`src/rtl/axi_rd_rr_arbiter_if.sv`:
```
// One AXI4 read channel (AR + R) between a master and a slave.
// The master modport drives the request side, the slave modport answers it.
interface axi_rd_rr_arbiter_if #(
    parameter int unsigned ADDR_W = 32,
    parameter int unsigned DATA_W = 64
) ();
    logic [ADDR_W-1:0] araddr;
    logic              arvalid;
    logic [7:0]        arlen;
    logic [2:0]        arsize;
    logic [1:0]        arburst;
    logic              arready;
    logic [DATA_W-1:0] rdata;
    logic [1:0]        rresp;
    logic              rvalid;
    logic              rlast;
    logic              rready;

    modport master (
        output araddr, arvalid, arlen, arsize, arburst, rready,
        input  arready, rdata, rresp, rvalid, rlast
    );

    modport slave (
        input  araddr, arvalid, arlen, arsize, arburst, rready,
        output arready, rdata, rresp, rvalid, rlast
    );
endinterface

```
`src/rtl/axi_rd_rr_arbiter.sv`:
```
// Two-master, one-slave AXI4 read arbiter.
// m0 = instruction fetch, m1 = load/store read. The grant is round-robin
// (or fixed to m1 on ties when PRIO_M1=1) and is held from the AR
// handshake through the R beat carrying rlast. Each burst's beat count is
// checked against arlen, and a watchdog flags a stalled transaction.
// Both beat errors and watchdog saturation raise a sticky protocol_err.
module axi_rd_rr_arbiter #(
    parameter int unsigned ADDR_W  = 32,
    parameter int unsigned DATA_W  = 64,
    parameter bit          PRIO_M1 = 1'b0,
    parameter int unsigned WDOG_W  = 8
) (
    input  logic                       clk,
    input  logic                       rst,
    axi_rd_rr_arbiter_if.slave         m0,
    axi_rd_rr_arbiter_if.slave         m1,
    axi_rd_rr_arbiter_if.master        s,
    output logic [1:0]                 grant,
    output logic                       protocol_err
);

    typedef enum logic [1:0] {
        IDLE = 2'd0,
        ADDR = 2'd1,
        DATA = 2'd2
    } state_t;

    state_t            state;
    logic              last;       // index of the master served most recently
    logic [7:0]        beat_cnt;   // beats still expected after the current one
    logic [WDOG_W-1:0] wdog;

    // Fields of the currently granted master
    logic [ADDR_W-1:0] g_araddr;
    logic              g_arvalid;
    logic [7:0]        g_arlen;
    logic [2:0]        g_arsize;
    logic [1:0]        g_arburst;
    logic              g_rready;

    logic              pick1;
    logic              ar_hs;
    logic              r_hs;
    logic [WDOG_W-1:0] wdog_inc;
    logic [7:0]        beat_dec;

    // Select the request fields of the granted master
    always_comb begin
        if (grant[1]) begin
            g_araddr  = m1.araddr;
            g_arvalid = m1.arvalid;
            g_arlen   = m1.arlen;
            g_arsize  = m1.arsize;
            g_arburst = m1.arburst;
            g_rready  = m1.rready;
        end else begin
            g_araddr  = m0.araddr;
            g_arvalid = m0.arvalid;
            g_arlen   = m0.arlen;
            g_arsize  = m0.arsize;
            g_arburst = m0.arburst;
            g_rready  = m0.rready;
        end
    end

    // Arbitration: on a tie the master not served last wins, unless m1 has fixed priority
    always_comb begin
        if (m0.arvalid && m1.arvalid) begin
            pick1 = PRIO_M1 ? 1'b1 : ~last;
        end else begin
            pick1 = m1.arvalid;
        end
    end

    // Handshake detection and saturating counter arithmetic
    always_comb begin
        ar_hs    = (state == ADDR) && g_arvalid && s.arready;
        r_hs     = (state == DATA) && s.rvalid && g_rready;
        wdog_inc = (wdog == '1) ? wdog : wdog + WDOG_W'(1);
        beat_dec = (beat_cnt == 8'd0) ? 8'd0 : beat_cnt - 8'd1;
    end

    // Route AR to the slave in ADDR and R back to the owner in DATA; everything else idles at zero
    always_comb begin
        s.araddr   = '0;
        s.arvalid  = 1'b0;
        s.arlen    = '0;
        s.arsize   = '0;
        s.arburst  = '0;
        s.rready   = 1'b0;

        m0.arready = 1'b0;
        m0.rdata   = '0;
        m0.rresp   = '0;
        m0.rvalid  = 1'b0;
        m0.rlast   = 1'b0;

        m1.arready = 1'b0;
        m1.rdata   = '0;
        m1.rresp   = '0;
        m1.rvalid  = 1'b0;
        m1.rlast   = 1'b0;

        if (state == ADDR) begin
            s.araddr   = g_araddr;
            s.arvalid  = g_arvalid;
            s.arlen    = g_arlen;
            s.arsize   = g_arsize;
            s.arburst  = g_arburst;
            m0.arready = grant[0] & s.arready;
            m1.arready = grant[1] & s.arready;
        end

        if (state == DATA) begin
            s.rready = g_rready;
            if (grant[1]) begin
                m1.rdata  = s.rdata;
                m1.rresp  = s.rresp;
                m1.rvalid = s.rvalid;
                m1.rlast  = s.rlast;
            end else begin
                m0.rdata  = s.rdata;
                m0.rresp  = s.rresp;
                m0.rvalid = s.rvalid;
                m0.rlast  = s.rlast;
            end
        end
    end

    // Grant FSM with beat checking and watchdog; reset aborts any burst in flight
    always_ff @(posedge clk or negedge rst) begin
        if (!rst) begin
            state        <= IDLE;
            grant        <= 2'b00;
            last         <= 1'b1;
            beat_cnt     <= '0;
            wdog         <= '0;
            protocol_err <= 1'b0;
        end else begin
            case (state)
                IDLE: begin
                    wdog <= '0;
                    if (m0.arvalid || m1.arvalid) begin
                        grant <= pick1 ? 2'b10 : 2'b01;
                        state <= ADDR;
                    end
                end

                ADDR: begin
                    if (ar_hs) begin
                        beat_cnt <= g_arlen;
                        wdog     <= '0;
                        state    <= DATA;
                    end else begin
                        wdog <= wdog_inc;
                        if (wdog_inc == '1) begin
                            protocol_err <= 1'b1;
                        end
                    end
                end

                DATA: begin
                    if (r_hs) begin
                        beat_cnt <= beat_dec;
                        wdog     <= '0;
                        if (s.rlast && (beat_cnt != 8'd0)) begin
                            protocol_err <= 1'b1;
                        end
                        if (!s.rlast && (beat_cnt == 8'd0)) begin
                            protocol_err <= 1'b1;
                        end
                        if (s.rlast) begin
                            last  <= grant[1];
                            grant <= 2'b00;
                            state <= IDLE;
                        end
                    end else begin
                        wdog <= wdog_inc;
                        if (wdog_inc == '1) begin
                            protocol_err <= 1'b1;
                        end
                    end
                end

                default: begin
                    state <= IDLE;
                    grant <= 2'b00;
                    wdog  <= '0;
                end
            endcase
        end
    end

endmodule

```
`src/flat_wrapper.sv`:
```
// flat-port wrapper written by rule: the top's interface ports become plain ports
module axi_rd_rr_arbiter_flat 
#(
    parameter int unsigned ADDR_W  = 32,
    parameter int unsigned DATA_W  = 64,
    parameter bit          PRIO_M1 = 1'b0,
    parameter int unsigned WDOG_W  = 8
)
  (clk, rst, grant, protocol_err, m0_araddr, m0_arvalid, m0_arlen, m0_arsize, m0_arburst, m0_rready, m0_arready, m0_rdata, m0_rresp, m0_rvalid, m0_rlast, m1_araddr, m1_arvalid, m1_arlen, m1_arsize, m1_arburst, m1_rready, m1_arready, m1_rdata, m1_rresp, m1_rvalid, m1_rlast, s_araddr, s_arvalid, s_arlen, s_arsize, s_arburst, s_rready, s_arready, s_rdata, s_rresp, s_rvalid, s_rlast);
  axi_rd_rr_arbiter_if #(.ADDR_W(ADDR_W), .DATA_W(DATA_W)) m0_i ();
  axi_rd_rr_arbiter_if #(.ADDR_W(ADDR_W), .DATA_W(DATA_W)) m1_i ();
  axi_rd_rr_arbiter_if #(.ADDR_W(ADDR_W), .DATA_W(DATA_W)) s_i ();
  input  logic clk;
  input  logic rst;
  output logic [1:0] grant;
  output logic protocol_err;
  input wire logic [$bits(m0_i.araddr)-1:0] m0_araddr;
  input wire logic [$bits(m0_i.arvalid)-1:0] m0_arvalid;
  input wire logic [$bits(m0_i.arlen)-1:0] m0_arlen;
  input wire logic [$bits(m0_i.arsize)-1:0] m0_arsize;
  input wire logic [$bits(m0_i.arburst)-1:0] m0_arburst;
  input wire logic [$bits(m0_i.rready)-1:0] m0_rready;
  output wire logic [$bits(m0_i.arready)-1:0] m0_arready;
  output wire logic [$bits(m0_i.rdata)-1:0] m0_rdata;
  output wire logic [$bits(m0_i.rresp)-1:0] m0_rresp;
  output wire logic [$bits(m0_i.rvalid)-1:0] m0_rvalid;
  output wire logic [$bits(m0_i.rlast)-1:0] m0_rlast;
  input wire logic [$bits(m1_i.araddr)-1:0] m1_araddr;
  input wire logic [$bits(m1_i.arvalid)-1:0] m1_arvalid;
  input wire logic [$bits(m1_i.arlen)-1:0] m1_arlen;
  input wire logic [$bits(m1_i.arsize)-1:0] m1_arsize;
  input wire logic [$bits(m1_i.arburst)-1:0] m1_arburst;
  input wire logic [$bits(m1_i.rready)-1:0] m1_rready;
  output wire logic [$bits(m1_i.arready)-1:0] m1_arready;
  output wire logic [$bits(m1_i.rdata)-1:0] m1_rdata;
  output wire logic [$bits(m1_i.rresp)-1:0] m1_rresp;
  output wire logic [$bits(m1_i.rvalid)-1:0] m1_rvalid;
  output wire logic [$bits(m1_i.rlast)-1:0] m1_rlast;
  output wire logic [$bits(s_i.araddr)-1:0] s_araddr;
  output wire logic [$bits(s_i.arvalid)-1:0] s_arvalid;
  output wire logic [$bits(s_i.arlen)-1:0] s_arlen;
  output wire logic [$bits(s_i.arsize)-1:0] s_arsize;
  output wire logic [$bits(s_i.arburst)-1:0] s_arburst;
  output wire logic [$bits(s_i.rready)-1:0] s_rready;
  input wire logic [$bits(s_i.arready)-1:0] s_arready;
  input wire logic [$bits(s_i.rdata)-1:0] s_rdata;
  input wire logic [$bits(s_i.rresp)-1:0] s_rresp;
  input wire logic [$bits(s_i.rvalid)-1:0] s_rvalid;
  input wire logic [$bits(s_i.rlast)-1:0] s_rlast;
  assign m0_i.araddr = m0_araddr;
  assign m0_i.arvalid = m0_arvalid;
  assign m0_i.arlen = m0_arlen;
  assign m0_i.arsize = m0_arsize;
  assign m0_i.arburst = m0_arburst;
  assign m0_i.rready = m0_rready;
  assign m0_arready = m0_i.arready;
  assign m0_rdata = m0_i.rdata;
  assign m0_rresp = m0_i.rresp;
  assign m0_rvalid = m0_i.rvalid;
  assign m0_rlast = m0_i.rlast;
  assign m1_i.araddr = m1_araddr;
  assign m1_i.arvalid = m1_arvalid;
  assign m1_i.arlen = m1_arlen;
  assign m1_i.arsize = m1_arsize;
  assign m1_i.arburst = m1_arburst;
  assign m1_i.rready = m1_rready;
  assign m1_arready = m1_i.arready;
  assign m1_rdata = m1_i.rdata;
  assign m1_rresp = m1_i.rresp;
  assign m1_rvalid = m1_i.rvalid;
  assign m1_rlast = m1_i.rlast;
  assign s_araddr = s_i.araddr;
  assign s_arvalid = s_i.arvalid;
  assign s_arlen = s_i.arlen;
  assign s_arsize = s_i.arsize;
  assign s_arburst = s_i.arburst;
  assign s_rready = s_i.rready;
  assign s_i.arready = s_arready;
  assign s_i.rdata = s_rdata;
  assign s_i.rresp = s_rresp;
  assign s_i.rvalid = s_rvalid;
  assign s_i.rlast = s_rlast;
  axi_rd_rr_arbiter #(.ADDR_W(ADDR_W), .DATA_W(DATA_W), .PRIO_M1(PRIO_M1), .WDOG_W(WDOG_W)) u_core (.clk(clk), .rst(rst), .m0(m0_i), .m1(m1_i), .s(s_i), .grant(grant), .protocol_err(protocol_err));
endmodule
```
`config.mk`:
```
export PLATFORM = sky130hd
export DESIGN_NAME = axi_rd_rr_arbiter_flat
export DESIGN_NICKNAME = d
export VERILOG_FILES = /design/src/rtl/axi_rd_rr_arbiter_if.sv /design/src/rtl/axi_rd_rr_arbiter.sv /design/src/flat_wrapper.sv
export SDC_FILE = /design/constraint.sdc
export NUM_CORES = 1
export LEC_CHECK = 0
export CORE_AREA = 2 2 137 139
export CTS_CLUSTER_DIAMETER = 40
export CTS_CLUSTER_SIZE = 25
export DETAILED_ROUTE_END_ITERATION = 12
export DIE_AREA = 0 0 139 141
export PLACE_DENSITY_LB_ADDON = 0.05
export RECOVER_POWER = 25
export SLEW_MARGIN = 10
export SYNTH_ARGS = -nofsm -noshare
export SYNTH_HDL_FRONTEND = slang
export SYNTH_SLANG_ARGS = --single-unit
```
`constraint.sdc`:
```
create_clock -name clk -period 2.7 [get_ports clk]
set_clock_uncertainty 0.05 [all_clocks]
set_input_delay 0.54 -clock clk [delete_from_list [all_inputs] [get_ports clk]]
set_output_delay 0.54 -clock clk [all_outputs]
set_load 0.05 [all_outputs]
```
==> flow_summary.ini, run 1 <==
[drt]
vias = 4330
drt_wl_total_mm = 20.4
drcViolationCount = 0
first_iter_violations = 146
firstDrtPassIters = 6
wl_per_cell_um = 20.8
drt.antenna.violating_nets = 0
via_per_inst = 4.42

[clocking]
postCtsSetupBuffers = 0
clock_latency_ns = 0.26
cts_tree = done
cts_root_buffer = clkbuf_16
cts.sink_count = 22
htreeDepth = 1
cts-resized-gates = 0
cts_buffer_depth = 2
path_clk_slew_ns = 0.06
cts_buffers = 3
cts_hold_buffers = 0

[placed_design]
pre_cts_slack_ns = 0.389
dp_hpwl_mm = 17.3
place.gp.congestion = 0.873
place.port_buffers = 352
post_dp_cell_area_um2 = 8890
place_inst = 974

[synth]
muxShareOfSynthArea = 0.182
syn_area_per_cell_um2 = 7.75
synth-adder-area-share = 0.0274
synth_edf_count = 0
yosys.area_share.simple = 0.451
syn_nets = 585
synth_xor_area_frac = 0.00821
synth_top_family_by_area = simple AND/OR/NAND/NOR gates
synthArstFlopShare = 1.00
syn-instance-count = 413
synth_compound_area_frac = 0.100
synth-seq-cells = 22
synth_top_cell_area_share = 0.164
netlist_area_um2 = 3200
seq_area_frac_synth = 0.172
yosysTopAreaCell = dfrtp_1
synth_area_leaders = dfrtp_1 (16%), mux2i_1 (15%), and3_1 (14%), and2_1 (13%), nor2b_1 (9.6%)
synth_warnings = 0
yosys.cell_types.count = 45
synthFlopType = dfrtp_1

[final_layout]
syn2layout_area_growth_pct = 178
fin_cells = 980
nNetsFinal = 917
stdcell_area_um2 = 8880
drive_gt1_frac = 0.282

[sta]
finalSetupViolCount = 0
period_share = 0.934
final_hold_viol_count = 0
setup_ws_ns = 0.179
fin_setup_tns_ns = 0
fin_crit_ns = 2.52
tightest_slew_ns = 0.808
fmax_mhz = 397
rsz0062_at_grt = false
drv_slew = 0
slew_headroom = 0.459

[worst_setup_path]
cp.arrival_ns = 1.93
crit_family = buffers and inverters
path_max_fanout = 47
cp_slowest_cell = dlymetal6s2s_1
critPathKind = flip-flop to output pin
max_stage_delay_ns = 0.47
cp.required_ns = 2.11
crit_buf_inv = 3
worstPathCellList = inv_1 -> ha_1 -> buf_12 -> nor2b_1 -> dlymetal6s2s_1
cp-start-kind = flip-flop
crit_path_end_kind = output pin

[global_routing]
grtUsageMet3 = 0.0377
gr-usage-met2 = 0.361
grt_pass1_wl_mm = 29.5
grt_max_degree = 75
met1_usage = 0.243
gr-usage-all-layers = 0.196
top_usage_layer = met2
antenna_found_initial = 3
grt_pass1_vias = 4284
grt_overflow = 0

[floorplanning]
initial_core_util = 0.175
design.die.area_um2 = 19600
core_area_um2 = 18300
fp.dieH_um = 141
die_w_um = 139
rows = 50
boundaryPins = 353

[power]
power_density_nw_per_um2 = 853
power.leakage_nw = 3.81
ir_drop_uv = 452

[hold_path]
min_path_type = flip-flop to flip-flop

[run_status]
status = complete, no violations

[flow_run]
cap_violations = 0
synth_stat cells, types with 2 or more instances:
master / number
and3_1: 72
and2_1: 69
nor2b_1: 49
mux2i_1: 48
clkbuf_1: 32
dfrtp_1: 21
mux2_2: 9
nand2_1: 9
ha_1: 7
inv_1: 7
nor2_1: 7
o2111ai_1: 7
nor3_1: 6
o2bb2ai_1: 6
a31oi_1: 5
nand3_1: 5
buf_2: 4
o21ai_0: 4
a211oi_1: 3
a21oi_1: 3
buf_4: 3
nand2b_1: 3
nand4_1: 3
or3_1: 3
nor4b_1: 2
o211ai_1: 2
o21a_1: 2
o21ai_1: 2
o22a_1: 2
o22ai_1: 2
xnor2_1: 2
cells by family (layout without fill, tap and decap cells):
group | Yosys count | after routing
AND/OR/NAND/NOR | 235 | 235
flip-flops | 22 | 22
other | 0 | 2
buffers and inverters | 46 | 377
multiplexers | 57 | 57
AO/OA/AOI/OAI | 43 | 43
XOR/XNOR | 3 | 3
adder cells (fa/ha/maj) | 7 | 7
layout make-up:
type	count	area [µm²]
Tap cell	234	293
Inverter	7	26.3
Sequential cell	22	556
Multi-Input combinational cell	345	2460
Clock buffer	4	88.8
Antenna cell	2	5.00
Timing Repair Buffer	366	5450
Fill cell	1679	9390
placed cells by master (no fill, tap or decap), drive strengths merged, types with 3 or more instances in the layout:
cell type	count
a211oi	3
mux2i	48
a31oi	5
or3	3
o2bb2ai	6
dfrtp	21
and3	72
and2	69
clkbuf	9
buf	188
nand3	5
nor2	7
a21oi	3
clkdlybuf4s50	161
nor2b	49
nand2b	3
o2111ai	7
nand4	3
ha	7
o21ai	7
inv	7
mux2	9
dlygate4sd3	6
nor3	6
nand2	9
dlymetal6s2s	6
worst reg2reg max path, stage by stage (launching register included):
cell,delay (ns)
dfrtp_1,0.42
inv_1,0.10
ha_2,0.24
buf_12,0.28
o21ai_0,0.21
clkbuf_1,0.22
a21bo_1,0.32
nor3_1,0.23
worst paths after layout:
check | slack [ns] | from | depth (start not counted) | end
setup / recovery | 0.18 | u_core.state[1] | 5 | s_arsize[1]
hold / removal | 0.43 | u_core.protocol_err | 1 | u_core.protocol_err
setup reg to reg | 0.54 | u_core.state[0] | 7 | u_core.wdog[6]
hold reg to reg | 0.43 | u_core.protocol_err | 1 | u_core.protocol_err
max in group asynchronous | 1.11 | rst | 2 | u_core.beat_cnt[5]
min in group asynchronous | 0.77 | rst | 1 | u_core.beat_cnt[7]
per-stage QoR:
| stage | hold slack (ns) | total power, mW | util |
|---|---|---|---|
| after global placement | 0.424 | 7.36 | 0.486 |
| final | 0.427 | 7.58 | 0.486 |
| after global routing | 0.458 | 7.91 | 0.486 |
| after CTS | 0.441 | 7.75 | 0.491 |
| after floorplan | 0.194 | 4.03 | - |
| after detailed placement | 0.427 | 7.38 | 0.486 |
routing by layer:
layer	share of wire	vias up
met5	0.00054	-
met4	0.010	2
met3	0.056	14
met2	0.53	157
met1	0.41	2031
li1	-	2126
sequential cells by signal, summed over array words and instances, names as in the netlist:
signal,flops
u_core.beat_cnt,8
u_core.grant,2
u_core.last,1
u_core.protocol_err,1
u_core.state,2
u_core.wdog,8
report_power, final:
part / switching, mW / total, mW / internal (mW) / leakage, nW
combinational: 3.63 / 6.61 / 2.98 / 3.48
sequential: 0.166 / 0.614 / 0.448 / 0.281
clock: 0.124 / 0.350 / 0.226 / 0.0442
No activity file was read; power rests on OpenSTA's default activity.
==> inputs of run 2 (changes only) <==
--- a/config.mk
+++ b/config.mk
@@ -5,13 +5,15 @@
 export SDC_FILE = /design/constraint.sdc
 export NUM_CORES = 1
 export LEC_CHECK = 0
+export ABC_CLOCK_PERIOD_IN_PS = 2700
 export CORE_AREA = 2 2 137 139
 export CTS_CLUSTER_DIAMETER = 40
 export CTS_CLUSTER_SIZE = 25
 export DETAILED_ROUTE_END_ITERATION = 12
 export DIE_AREA = 0 0 139 141
-export PLACE_DENSITY_LB_ADDON = 0.05
+export PLACE_DENSITY = 0.55
 export RECOVER_POWER = 25
+export SKIP_LAST_GASP = 1
 export SLEW_MARGIN = 10
 export SYNTH_ARGS = -nofsm -noshare
 export SYNTH_HDL_FRONTEND = slang
==> flow_summary.ini, run 2 (synthesis results as in run 1) <==
[run_status]
status = complete, no violations

[floorplanning]
boundaryPins = 353
die_w_um = 139
design.die.area_um2 = 19600
fp.dieH_um = 141
initial_core_util = 0.175
rows = 50
core_area_um2 = 18300

[sta]
fin_crit_ns = 2.64
drv_slew = 0
final_hold_viol_count = 0
rsz0062_at_grt = false
tightest_slew_ns = 0.811
period_share = 0.977
slew_headroom = 0.458
fmax_mhz = 379
finalSetupViolCount = 0
fin_setup_tns_ns = 0

[drt]
via_per_inst = 4.45
wl_per_cell_um = 20.0
drcViolationCount = 0
drt_wl_total_mm = 19.6
first_iter_violations = 202
vias = 4350
drt.antenna.violating_nets = 0
firstDrtPassIters = 4

[final_layout]
drive_gt1_frac = 0.282
regArea_um2 = 556
final_common_cell = buf_12
syn2layout_area_growth_pct = 176
largestRegisters = u_core.beat_cnt: 8 flops, u_core.wdog: 8 flops
fin_cells = 977
final_cell_mix = buf_12 (181), clkdlybuf4s50_1 (163), and3_1 (72)
multi_input_area_um2 = 2470
stdcell_area_um2 = 8850
num-fill-cells = 1643
nNetsFinal = 915

[clocking]
cts-resized-gates = 0
cts.sink_count = 22
cts_hold_buffers = 0
cts_tree = done
postCtsSetupBuffers = 0
cts_root_buffer = clkbuf_16
cts_buffer_depth = 2
path_clk_slew_ns = 0.06
cts_buffers = 3
clock_latency_ns = 0.26
htreeDepth = 1

[global_routing]
grt_max_degree = 69
antenna_found_initial = 2
grt_pass1_wl_mm = 28.7
grt_overflow = 0
grt_pass1_vias = 4517
gr-usage-all-layers = 0.189

[worst_setup_path]
path_max_fanout = 33
ff2ff_setup_slack_ns = 0.48
cp.required_ns = 2.11
cp.arrival_ns = 2.05
crit_path_end_kind = output pin
cp-start-kind = flip-flop
reg2regPathDepth = 6
critPathKind = flip-flop to output pin

[power]
power.leakage_nw = 3.72
power_density_nw_per_um2 = 866
ir_drop_uv = 433
total_power_mw = 7.66

[hold_path]
min_path_type = flip-flop to flip-flop
worstHoldPathCells = 1

[placed_design]
dp_hpwl_mm = 16.5
place.port_buffers = 352
place_inst = 972
post_dp_cell_area_um2 = 8860
place.gp.congestion = 0.923

[flow_run]
cap_violations = 0
run 2: cell count changes in the layout (fill, tap and decap cells not counted), moves of 2 or more:
cell	change
clkbuf_2	-3
clkdlybuf4s50_1	+2
buf_4	-3
dlymetal6s2s_1	-5
dlygate4sd3_1	-2
clkbuf_1	+4
clkbuf_4	+4
run 2: worst paths after layout:
kind | start | endpoint
setup / recovery | u_core.grant[1] | s_arburst[0]
hold / removal | u_core.protocol_err | u_core.protocol_err
setup reg to reg | u_core.state[0] | u_core.state[1]
hold reg to reg | u_core.protocol_err | u_core.protocol_err
max in group asynchronous | rst | u_core.protocol_err
min in group asynchronous | rst | u_core.beat_cnt[7]
run 2: critical path: stages, from the launching register on:
cell     delay (ns)
dfrtp_4        0.68
buf_12         0.30
mux2i_1        0.17
nor2b_1        0.39
buf_12         0.20
run 2: power breakdown:
part	internal [mW]	switching, mW
Sequential	0.448	0.181
Combinational	2.98	3.64
Clock	0.295	0.124
Total	3.72	3.94
run 2: metal layers:
metal	part of all wire	vias up	global-route usage	wire, µm
met5	0.00066	-	0	13
met4	0.015	2	0.0340	284
met3	0.045	20	0.0248	877
met1	0.39	2040	0.224	7650
li1	-	2114	-	-
met2	0.55	174	0.364	10800
run 2: layout make-up:
cell class | count | area share
inverter | 7 | 0.00297
multi-input combinational | 345 | 0.279
clock inverter | 1 | 0.00339
timing repair buffer | 364 | 0.610
antenna | 1 | 0.000283
clock buffer | 3 | 0.00849
sequential | 22 | 0.0628
tap | 234 | 0.0331
run 2: through the flow:
step / setup slack [ns] / hold slack [ns] / utilization
finish: 0.0625 / 0.455 / 0.484
CTS: 0.104 / 0.458 / 0.491
global route: 0.00520 / 0.494 / 0.484
floorplan: 0.0543 / 0.194 / -
global placement: 0.402 / 0.452 / 0.485
detailed placement: 0.387 / 0.430 / 0.485
==> inputs of run 3 (changes only) <==
--- a/config.mk
+++ b/config.mk
@@ -12,8 +12,7 @@
 export DETAILED_ROUTE_END_ITERATION = 12
 export DIE_AREA = 0 0 139 141
 export PLACE_DENSITY = 0.55
-export RECOVER_POWER = 25
-export SKIP_LAST_GASP = 1
+export RECOVER_POWER = 50
 export SLEW_MARGIN = 10
 export SYNTH_ARGS = -nofsm -noshare
 export SYNTH_HDL_FRONTEND = slang
==> flow_summary.ini, run 3 (synthesis results as in run 1) <==
[worst_setup_path]
path_max_fanout = 33
cp-start-kind = flip-flop
critPathKind = flip-flop to output pin
cp_slowest_cell = dfrtp_4
cp_common_cell = buf_12
max_stage_delay_ns = 0.68
worstPathCellList = buf_12 -> mux2i_1 -> nor2b_1 -> buf_12
crit_family = flip-flops
cp.required_ns = 2.11
cp.arrival_ns = 2.05
crit_buf_inv = 2
crit_path_end_kind = output pin

[drt]
drcViolationCount = 0
wl_per_cell_um = 20.1
drt_wl_total_mm = 19.6
via_per_inst = 4.49
drt.antenna.violating_nets = 0
firstDrtPassIters = 4
vias = 4387
first_iter_violations = 178

[floorplanning]
fp.dieH_um = 141
initial_core_util = 0.175
die_w_um = 139
boundaryPins = 353
rows = 50
core_area_um2 = 18300
design.die.area_um2 = 19600

[clocking]
cts-resized-gates = 0
cts_buffers = 3
cts_hold_buffers = 0
clock_latency_ns = 0.26
cts.sink_count = 22
postCtsSetupBuffers = 0
htreeDepth = 1
cts_buffer_depth = 2
cts_root_buffer = clkbuf_16
cts_tree = done
path_clk_slew_ns = 0.06

[placed_design]
place.port_buffers = 352
pre_cts_slack_ns = 0.387
place.gp.congestion = 0.923
dp_hpwl_mm = 16.5

[final_layout]
syn2layout_area_growth_pct = 173
final_common_cell = buf_12
final_cell_mix = buf_12 (171), clkdlybuf4s50_1 (163), and3_1 (72)
nNetsFinal = 915
drive_gt1_frac = 0.282
num-fill-cells = 1656
largestRegisters = u_core.beat_cnt: 8 flops, u_core.wdog: 8 flops
final_util = 0.478

[sta]
holdWs_ns = 0.454
slew_headroom = 0.461
tightest_slew_ns = 0.806
fmax_mhz = 378
setup_ws_ns = 0.0575
period_share = 0.979
drv_slew = 0
rsz0062_at_grt = false
fin_crit_ns = 2.64
final_hold_viol_count = 0
finalSetupViolCount = 0
fin_setup_tns_ns = 0

[global_routing]
grt_max_degree = 69
grt_pass1_vias = 4517
antenna_found_initial = 2
gr-usage-all-layers = 0.189
grt_pass1_wl_mm = 28.7
grt_overflow = 0

[flow_run]
cap_violations = 0

[hold_path]
min_path_type = flip-flop to flip-flop

[power]
ir_drop_uv = 434
power.leakage_nw = 3.65
power_density_nw_per_um2 = 872

[run_status]
status = complete, no violations
==> run 3: cell types whose count changed in the layout (fill, tap and decap cells not counted), sizes merged <==
cell    previous run  this run
buf              186       179
clkbuf            13        20
==> run 3: layout make-up <==
type | count | area [µm²] | share of cell area
antenna | 1 | 2.50 | 0.000287
clock buffer | 3 | 75.1 | 0.00860
clock inverter | 1 | 30.0 | 0.00344
inverter | 7 | 26.3 | 0.00301
multi-input combinational | 345 | 2470 | 0.283
sequential | 22 | 556 | 0.0637
tap | 234 | 293 | 0.0336
timing repair buffer | 364 | 5270 | 0.604
==> run 3: report_power, final <==
part / total, mW / switching (mW) / internal [mW]
Combinational: 6.56 / 3.64 / 2.92
Clock: 0.418 / 0.124 / 0.295
Sequential: 0.631 / 0.183 / 0.448
Total: 7.61 / 3.94 / 3.67
==> run 3: stage by stage <==
stage / total power, mW / instances / instance area (µm²)
global placement: 7.28 / 972 / 8860
floorplan: 4.03 / 413 / 3200
global route: 7.92 / 977 / 8720
CTS: 7.79 / 976 / 8960
finish: 7.61 / 977 / 8720
detailed placement: 7.36 / 972 / 8860
==> run 3: path summary, 6_finish.rpt <==
| kind | from | to | slack (ns) | cells past startpoint |
|---|---|---|---|---|
| max | u_core.grant[1] | s_arburst[0] | 0.06 | 4 |
| max reg2reg | u_core.state[0] | u_core.state[1] | 0.48 | 6 |
| min in group asynchronous | rst | u_core.beat_cnt[7] | 0.77 | 1 |
| min reg2reg | u_core.protocol_err | u_core.protocol_err | 0.45 | 1 |
| max in group asynchronous | rst | u_core.protocol_err | 1.18 | 2 |
| min | u_core.protocol_err | u_core.protocol_err | 0.45 | 1 |
==> run 3: routing by layer <==
layer	track usage	routed length [µm]	vias up
met1	0.224	7670	2067
met5	0	13	-
li1	-	-	2119
met2	0.364	10700	177
met3	0.0248	901	22
met4	0.0340	289	2
